[config.mk]
export PLATFORM = sky130hd
export DESIGN_NAME = svm_coeff_loader
export DESIGN_NICKNAME = d
export VERILOG_FILES = /design/src/rtl/svm_coeff_loader.sv
export SDC_FILE = /design/constraint.sdc
export NUM_CORES = 1
export LEC_CHECK = 0
export ABC_AREA = 1
export CAP_MARGIN = 20
export CORE_ASPECT_RATIO = 1.5
export CORE_MARGIN = 1.5
export CORE_UTILIZATION = 47
export CTS_CLUSTER_DIAMETER = 80
export CTS_CLUSTER_SIZE = 25
export DETAILED_ROUTE_END_ITERATION = 10
export PLACE_DENSITY = 0.77
export SETUP_SLACK_MARGIN = 0.4
export SLEW_MARGIN = 40
export SYNTH_ARGS = -nofsm -noshare
export SYNTH_HDL_FRONTEND = slang
export SYNTH_SLANG_ARGS = --single-unit
export TNS_END_PERCENT = 10
[constraint.sdc]
create_clock -name clk -period 1.93 [get_ports clk]
set_input_delay 0.193 -clock clk [delete_from_list [all_inputs] [get_ports clk]]
set_output_delay 0.193 -clock clk [all_outputs]
set_load 0.01 [all_outputs]
[src/rtl/svm_coeff_loader.sv]
// svm_coeff_loader: register-bus master that programs the slidevm coefficient
// memory. Writes LOAD to the mode register, forwards NCOEFF sign-extended
// coefficients to the coefficient port, waits GAPCYC idle cycles, then writes
// RUN. An abort request or a stalled stream writes STOP instead and flags err_o.
module svm_coeff_loader #(
    parameter int          CWIDTH    = 9,
    parameter int          NCOEFF    = 1024,
    parameter int          GAPCYC    = 4,
    parameter int          TIMEOUT   = 4096,
    parameter logic [31:0] MODE_LOAD = 32'd2,
    parameter logic [31:0] MODE_RUN  = 32'd1,
    parameter logic [31:0] MODE_STOP = 32'd0,
    localparam int         CNTW      = $clog2(NCOEFF + 1)
) (
    input  logic              clk,
    input  logic              reset_n,
    input  logic              start_i,
    input  logic              abort_i,
    input  logic              coeff_dv_i,
    input  logic [CWIDTH-1:0] coeff_data_i,
    output logic              coeff_ready_o,
    output logic              addr_rel_o,
    output logic              wr_o,
    output logic [31:0]       datawr_o,
    output logic              busy_o,
    output logic              done_o,
    output logic              err_o,
    output logic [CNTW-1:0]   count_o
);

    localparam int TOW  = $clog2(TIMEOUT);
    localparam int GAPW = $clog2(GAPCYC + 1);

    typedef enum logic [2:0] {
        S_IDLE,
        S_CMD_LOAD,
        S_STREAM,
        S_GAP,
        S_CMD_RUN,
        S_DONE,
        S_CMD_STOP
    } state_t;

    state_t          state;
    logic [TOW-1:0]  to_cnt;
    logic [GAPW-1:0] gap_cnt;
    logic            accept;
    logic            timeout_hit;
    logic            abort_now;
    logic [31:0]     coeff_sext;

    // Ready is the only combinational output; an abort request blocks the offer.
    always_comb begin
        coeff_ready_o = (state == S_STREAM) && (count_o != CNTW'(NCOEFF)) && !abort_i;
        accept        = coeff_ready_o && coeff_dv_i;
        timeout_hit   = (state == S_STREAM) && !accept && (to_cnt == TOW'(TIMEOUT - 1));
        abort_now     = (state != S_IDLE) && (state != S_CMD_STOP) && (abort_i || timeout_hit);
        coeff_sext    = {{(32 - CWIDTH){coeff_data_i[CWIDTH-1]}}, coeff_data_i};
    end

    // Load sequencer with registered bus outputs; the abort path overrides the case.
    always_ff @(posedge clk or negedge reset_n) begin
        if (!reset_n) begin
            state      <= S_IDLE;
            to_cnt     <= '0;
            gap_cnt    <= '0;
            addr_rel_o <= 1'b0;
            wr_o       <= 1'b0;
            datawr_o   <= '0;
            busy_o     <= 1'b0;
            done_o     <= 1'b0;
            err_o      <= 1'b0;
            count_o    <= '0;
        end else begin
            wr_o   <= 1'b0;
            done_o <= 1'b0;
            unique case (state)
                S_IDLE: begin
                    if (start_i) begin
                        state      <= S_CMD_LOAD;
                        busy_o     <= 1'b1;
                        wr_o       <= 1'b1;
                        addr_rel_o <= 1'b0;
                        datawr_o   <= MODE_LOAD;
                        err_o      <= 1'b0;
                        count_o    <= '0;
                    end
                end
                S_CMD_LOAD: begin
                    state  <= S_STREAM;
                    to_cnt <= '0;
                end
                S_STREAM: begin
                    if (accept) begin
                        wr_o       <= 1'b1;
                        addr_rel_o <= 1'b1;
                        datawr_o   <= coeff_sext;
                        count_o    <= count_o + CNTW'(1);
                        to_cnt     <= '0;
                        if (count_o == CNTW'(NCOEFF - 1)) begin
                            state   <= S_GAP;
                            gap_cnt <= '0;
                        end
                    end else begin
                        to_cnt <= to_cnt + TOW'(1);
                    end
                end
                S_GAP: begin
                    if (gap_cnt == GAPW'(GAPCYC)) begin
                        state      <= S_CMD_RUN;
                        wr_o       <= 1'b1;
                        addr_rel_o <= 1'b0;
                        datawr_o   <= MODE_RUN;
                    end else begin
                        gap_cnt <= gap_cnt + GAPW'(1);
                    end
                end
                S_CMD_RUN: begin
                    state  <= S_DONE;
                    done_o <= 1'b1;
                end
                S_DONE: begin
                    state  <= S_IDLE;
                    busy_o <= 1'b0;
                end
                S_CMD_STOP: begin
                    state  <= S_IDLE;
                    busy_o <= 1'b0;
                end
                default: begin
                    state  <= S_IDLE;
                    busy_o <= 1'b0;
                end
            endcase
            if (abort_now) begin
                state      <= S_CMD_STOP;
                wr_o       <= 1'b1;
                addr_rel_o <= 1'b0;
                datawr_o   <= MODE_STOP;
                err_o      <= 1'b1;
                done_o     <= 1'b0;
            end
        end
    end

endmodule
==> flow_metrics.tcl, run 1 <==
set metrics [dict create \
    status "finished clean" \
    clkPwrFrac_pct 14.1 \
    dp_hpwl_mm 4.17 \
    area_growth_pct 35.2 \
    layout-drive-gt1-share_pct 19.7 \
    die_w_um 62.4 \
    tns_ns 0 \
    postLayoutCellArea_mm2 0.00336 \
    power_frac_comb_pct 54.4 \
    ys_top_cells_by_area "dfrtp_1 43%, nand2_1 8.2%, buf_4 7.0%" \
    gp_congestion 0.857 \
    rows 32 \
    cts.sinks 43 \
    via_per_inst 5.12 \
    yosysWarnings 0 \
    r2r_cells 14 \
    syn-num-nets 322 \
    crit_required_ns 1.74 \
    antenna_found_initial 0 \
    grt_pass1_vias 2101 \
    chipHeight_um 92.0 \
    regToRegSetupSlack_ns 0.09 \
    cts_buffers 5 \
    ys_seq_area_share_pct 43.3 \
    core_area_mm2 0.00512 \
    switching_share_pct 41.5 \
    synth_area_mm2 0.00248 \
    synth.avg_cell_area_um2 8.20 \
    initial_core_util_pct 48.5 \
    grt_usage_pct 20.4 \
    critical_path.slowest_cell "dfrtp_1" \
    start_kind "flop" \
    clock_skew_ns 0.00841 \
    clock_latency_ns 0.30 \
    power.density_mw_per_mm2 1230 \
    dp_slack_ns 0.167 \
    p_leak_nw 1.51 \
    reg2reg_to "state[1]" \
    clkTransAtPathRegs_ns 0.08 \
    arrival_ns 1.65 \
    final_common_cell "clkdlybuf4s50_1" \
    fmax_ghz 0.541 \
    globalRoute.totalOverflow 0 \
    cts_tree "done" \
    synth_top_cell_area_share_pct 43.3 \
    irDropWorstVdd_v 0.000885 \
    endpoint_kind "output pin" \
    htree_levels 2 \
    drtPass1Iterations 4 \
    cts_max_path_buffers 2 \
    hold_path.class "in2async" \
    synth.distinct_cells 37 \
    ant_nets 0 \
    wl_per_cell_um 13.7 \
    fin_nets 385 \
    intPower_mw 2.42 \
    regToRegStartpoint "count_o[1]" \
    yosys.area.top_type "dfrtp_1" \
    cp_max_fo 2 \
    drv_cap 0 \
    setup_viol 0 \
    seq_area_mm2 0.00108 \
    vias 2223 \
    final_cell_mix "55 x clkdlybuf4s50_1, 49 x nand2_1, 40 x dfrtp_1, 35 x nor2_1, 26 x nand3_1" \
    layout_setup_ws_ns 0.0827 \
    drcViolationCount 0 \
    drt_iter0_drc 66 \
    power_frac_seq_pct 31.5 \
    p_sw_mw 1.72 \
    period_minus_slack_ns 1.85 \
    placed_area_mm2 0.00303 \
    max_slew_margin_pct 69.7 \
    synth-seq-cells 43 \
    cts_root_buf "clkbuf_8" \
    rsz0062_at_grt "yes" \
    tightest_slew_ns 0.454 \
    hold_viol 0 \
    totalWireLength_mm 5.93 \
    critPathMaxStageDelay_ns 0.40 \
    period_share_pct 95.7 \
    nFillCells 433 \
    grt_max_degree 36 \
    die_area_mm2 0.00574 \
    multiInputGateArea_mm2 0.00118 \
    drv_slew 0 \
    n_antenna_cell 0 \
    crit_type "reg2out" \
    io_buffer_count 62 \
    grt_pass1_wl_mm 9.39 \
    io_pins 63 \
    path_cells "inv_2 > ha_4 > nand2_2 > nor3_2 > nand2_1 > and2_1 > clkdlybuf4s15_1" \
    syn_inst 303 \
]
==> per-stage QoR <==
stage / cells / utilization (%) / power (mW) / hold slack, ns
after global routing: 434 / 65.5 / 4.41 / 0.419
final: 434 / 65.5 / 4.14 / 0.382
after CTS: 431 / 63.2 / 3.94 / 0.438
after detailed placement: 412 / 59.1 / 3.22 / 0.320
after global placement: 412 / 59.1 / 3.20 / 0.317
after floorplan: 303 / - / 2.60 / -0.103
==> area by class of cell <==
type	count	share of cell area, %
multi-input cells	202	35.2
clock inverters	1	0.149
flip-flops and latches	43	32.2
repair buffers	83	23.9
clock buffers	6	2.46
well taps	68	2.53
inverters	31	3.61
==> registers in the layout, summed over array words and instances (netlist names) <==
name and flops:
addr_rel_o 1, busy_o 1, count_o 11, datawr_o 9, done_o 1, err_o 1, gap_cnt 3, state 3
to_cnt 12, wr_o 1
==> cell usage after synthesis <==
master / count
nand2_2: 5
nor3_1: 16
nand4_1: 2
xor2_1: 3
buf_2: 1
buf_6: 2
nor3b_1: 1
nand2_4: 1
a21boi_1: 1
a21o_1: 1
nor2_4: 3
and2_1: 2
a211oi_2: 1
buf_1: 1
clkbuf_1: 1
o22ai_1: 2
nand2_1: 54
a21oi_1: 10
nor3b_2: 2
o21ai_0: 7
nor2_1: 36
a2bb2oi_1: 1
a31oi_1: 1
nor4_1: 1
inv_1: 24
ha_1: 5
nand3_2: 1
inv_2: 7
dfrtp_1: 43
nand3b_1: 1
nand3_1: 30
nor2_2: 2
a22o_1: 1
nand3_4: 3
buf_4: 23
o21ai_1: 4
xnor2_1: 4
==> power groups by stage <==
stage / Sequential, mW / Clock (mW) / Combinational [mW]
after floorplan: 1.38 / 0 / 1.22
after global placement: 1.34 / 0 / 1.86
after detailed placement: 1.35 / 0 / 1.88
after CTS: 1.30 / 0.597 / 2.05
after global routing: 1.33 / 0.633 / 2.45
final: 1.31 / 0.582 / 2.25
==> routing by layer <==
layer | wire length, um | up-vias | global-route usage (%) | part of all wire [%]
li1 | - | 1083 | - | -
met1 | 2310 | 1054 | 22.9 | 39
met2 | 3190 | 66 | 38.4 | 54
met3 | 229 | 20 | 3.68 | 3.9
met4 | 192 | 0 | 7.04 | 3.2
met5 | 0 | - | 0 | 0
==> worst max-delay path, delay by kind of cell (launching register included) <==
| family | cells | cell delay, ns |
|---|---|---|
| buffers and inverters | 2 | 0.33 |
| AND/OR/NAND/NOR | 4 | 0.50 |
| flip-flops | 1 | 0.40 |
| adder cells (fa/ha/maj) | 1 | 0.13 |
==> how the worst max path moves through the flow <==
| stage | start | end | slack, ns | cells after the start |
|---|---|---|---|---|
| 6_report | count_o[1] | coeff_ready_o | 0.08 | 7 |
| 5_1_grt | count_o[1] | datawr_o[0] | -0.04 | 12 |
| 4_1_cts | count_o[0] | datawr_o[3] | 0.19 | 13 |
| 3_5_place_dp | count_o[0] | coeff_ready_o | 0.17 | 7 |
| 3_3_place_gp | count_o[0] | coeff_ready_o | 0.16 | 7 |
| 2_1_floorplan | count_o[0] | datawr_o[30] | 0.31 | 12 |
==> timing repair <==
item,in CTS,in global routing
pin swaps,1,10
hold buffers,1,0
endpoints found under the hold margin,13,0
gates cloned,1,0
endpoints found under the setup margin,64,68
setup buffers,10,3
resized for setup,15,18
==> logic make-up (layout without fill, tap and decap cells) <==
kind of cell	after synthesis	count (layout)	synth area share (%)
XOR/XNOR	7	7	2.47
buffers and inverters	59	121	13.0
flip-flops	43	43	43.3
adder cells (fa/ha/maj)	5	5	2.52
AND/OR/NAND/NOR	160	161	31.8
AO/OA/AOI/OAI	29	29	6.80
Note: power is estimated with default switching activity, not from simulation.
==> run 2: changes to the inputs <==
--- a/config.mk
+++ b/config.mk
@@ -9,11 +9,11 @@
 export CAP_MARGIN = 20
 export CORE_ASPECT_RATIO = 1.5
 export CORE_MARGIN = 1.5
-export CORE_UTILIZATION = 47
+export CORE_UTILIZATION = 49
 export CTS_CLUSTER_DIAMETER = 80
 export CTS_CLUSTER_SIZE = 25
 export DETAILED_ROUTE_END_ITERATION = 10
-export PLACE_DENSITY = 0.77
+export PLACE_DENSITY = 0.8
 export SETUP_SLACK_MARGIN = 0.4
 export SLEW_MARGIN = 40
 export SYNTH_ARGS = -nofsm -noshare
==> flow_metrics.tcl, run 2 (same netlist as run 1, synthesis figures left out) <==
set metrics [dict create \
    reg_top3 "to_cnt x12, count_o x11, datawr_o x9" \
    reg2reg_to "state[1]" \
    vias 2235 \
    totalWireLength_mm 6.04 \
    io_buffer_count 62 \
    rsz0062_at_grt "yes" \
    cts_max_path_buffers 2 \
    hp-start "coeff_data_i[7]" \
    tightest_slew_ns 0.540 \
    drv_slew 0 \
    layout-drive-gt1-share_pct 20.0 \
    cts_root_buf "clkbuf_8" \
    wl_met3_um 274 \
    crit_required_ns 1.74 \
    p_leak_nw 1.53 \
    arrival_ns 1.56 \
    regToRegSetupSlack_ns 0.19 \
    design_power_total_mw 4.28 \
    power_frac_comb_pct 52.5 \
    clkTransAtPathRegs_ns 0.08 \
    tns_ns 0 \
    intPower_mw 2.55 \
    regToRegStartpoint "count_o[0]" \
    drt_iter0_drc 158 \
    core_area_mm2 0.00485 \
    status "finished clean" \
    hold_path.class "in2reg" \
    fin_nets 388 \
    wl_per_cell_um 13.9 \
    ant_nets 0 \
    globalRoute.totalOverflow 0 \
    power_frac_seq_pct 30.2 \
    cts_buffers 5 \
    initial_core_util_pct 51.2 \
    die_w_um 61.1 \
    top_register "to_cnt" \
    io_pins 63 \
    via_per_inst 5.13 \
    antenna_found_initial 0 \
    grt_pass1_wl_mm 9.72 \
    grt_max_degree 44 \
    wl_met1_mm 2.25 \
    final_cell_mix "55 x clkdlybuf4s50_1, 49 x nand2_1, 40 x dfrtp_1, 35 x nor2_1, 30 x nand3_1" \
    path_cells "inv_2 > ha_4 > nand2_2 > nor3_2 > nand2_1 > and2_4 > clkdlybuf4s15_2" \
    period_minus_slack_ns 1.75 \
    start_kind "flop" \
    holdPathStages 3 \
    clock_skew_ns 0.00855 \
    die_area_mm2 0.00551 \
    cp_max_fo 2 \
    chipHeight_um 90.2 \
    cts_tree "done" \
    htree_levels 2 \
    grt_pass1_vias 2140 \
    dp_hpwl_mm 4.26 \
    layout_setup_ws_ns 0.179 \
    switching_share_pct 40.4 \
    rows 31 \
    drv_cap 0 \
    drcViolationCount 0 \
    cts.sinks 43 \
    n_antenna_cell 0 \
    critPathMaxStageDelay_ns 0.42 \
    hold_viol 0 \
    final_common_cell "clkdlybuf4s50_1" \
    r2r_cells 14 \
    gp_congestion 0.900 \
    dp_slack_ns 0.127 \
    max_slew_margin_pct 64.0 \
    p_sw_mw 1.73 \
    grt_usage_pct 23.3 \
    top_layer "met4" \
    power.density_mw_per_mm2 1270 \
    period_share_pct 90.7 \
    crit_type "reg2out" \
    wl_met2_mm 3.32 \
    holdPathEnd "datawr_o[7]" \
    endpoint_kind "output pin" \
    area_growth_pct 35.4 \
    clock_latency_ns 0.31 \
    critical_path.slowest_cell "dfrtp_2" \
    irDropWorstVdd_v 0.000618 \
    largest_reg_flops 12 \
    setup_viol 0 \
    clkPwrFrac_pct 17.3 \
    drtPass1Iterations 5 \
    fmax_ghz 0.571 \
]
==> run 2: cell types whose count changed in the layout (fill, tap and decap cells not counted), moves of 2 or more <==
cell     before  now
buf_4        16   21
nand2_4       4    2
buf_12        2    0
nand3_2       4    0
nand3_1      26   30
==> run 2: through the flow <==
stage,instance area (um^2),std cells,hold WS [ns],util (%)
after floorplan,2480,303,-0.103,-
after global routing,3360,436,0.455,69.3
after detailed placement,3040,412,0.295,62.8
after CTS,3280,431,0.432,67.7
final,3360,436,0.434,69.3
after global placement,3040,412,0.294,62.8
==> run 2: final cells by class <==
type                       count  area, um^2
inverter                      31         119
tap                           66        82.6
sequential                    43        1080
clock buffer                   6        82.6
timing repair buffer          86         795
clock inverter                 2        35.0
multi-input combinational    202        1170
fill                         375        1490
==> run 2: timing repair <==
action,CTS,global route
resized for setup,19,10
hold buffers,1,0
gates cloned,1,0
pin swaps,6,5
buffers inserted,9,5
setup endpoints to repair,65,68
endpoints found under the hold margin,43,0
==> run 2: worst max-delay path by stage <==
stage | depth (start not counted) | to | from
2_1_floorplan | 12 | datawr_o[30] | count_o[0]
5_1_grt | 14 | state[1] | count_o[0]
6_report | 7 | coeff_ready_o | count_o[0]
3_3_place_gp | 7 | coeff_ready_o | count_o[0]
4_1_cts | 14 | state[1] | count_o[0]
3_5_place_dp | 7 | coeff_ready_o | count_o[0]
==> run 2: critical path: cells and delay by family, from the launching register on <==
family                     cells  cell delay [ns]
adders and majority gates      1             0.12
buffers and inverters          2             0.30
DFF                            1             0.42
and+or+nand+nor                4             0.41
==> run 2: power groups by stage <==
stage / Combinational [mW] / Sequential, mW / Clock (mW)
detailed placement: 1.93 / 1.34 / 0
global route: 2.46 / 1.32 / 0.780
finish: 2.25 / 1.29 / 0.739
CTS: 2.10 / 1.29 / 0.748
global placement: 1.91 / 1.33 / 0
floorplan: 1.22 / 1.38 / 0
==> run 2: metal layers <==
| layer | vias up | GRT usage (%) |
|---|---|---|
| met5 | - | 0 |
| met4 | 0 | 9.96 |
| met3 | 19 | 4.03 |
| met2 | 75 | 41.0 |
| met1 | 1054 | 25.9 |
| li1 | 1087 | - |
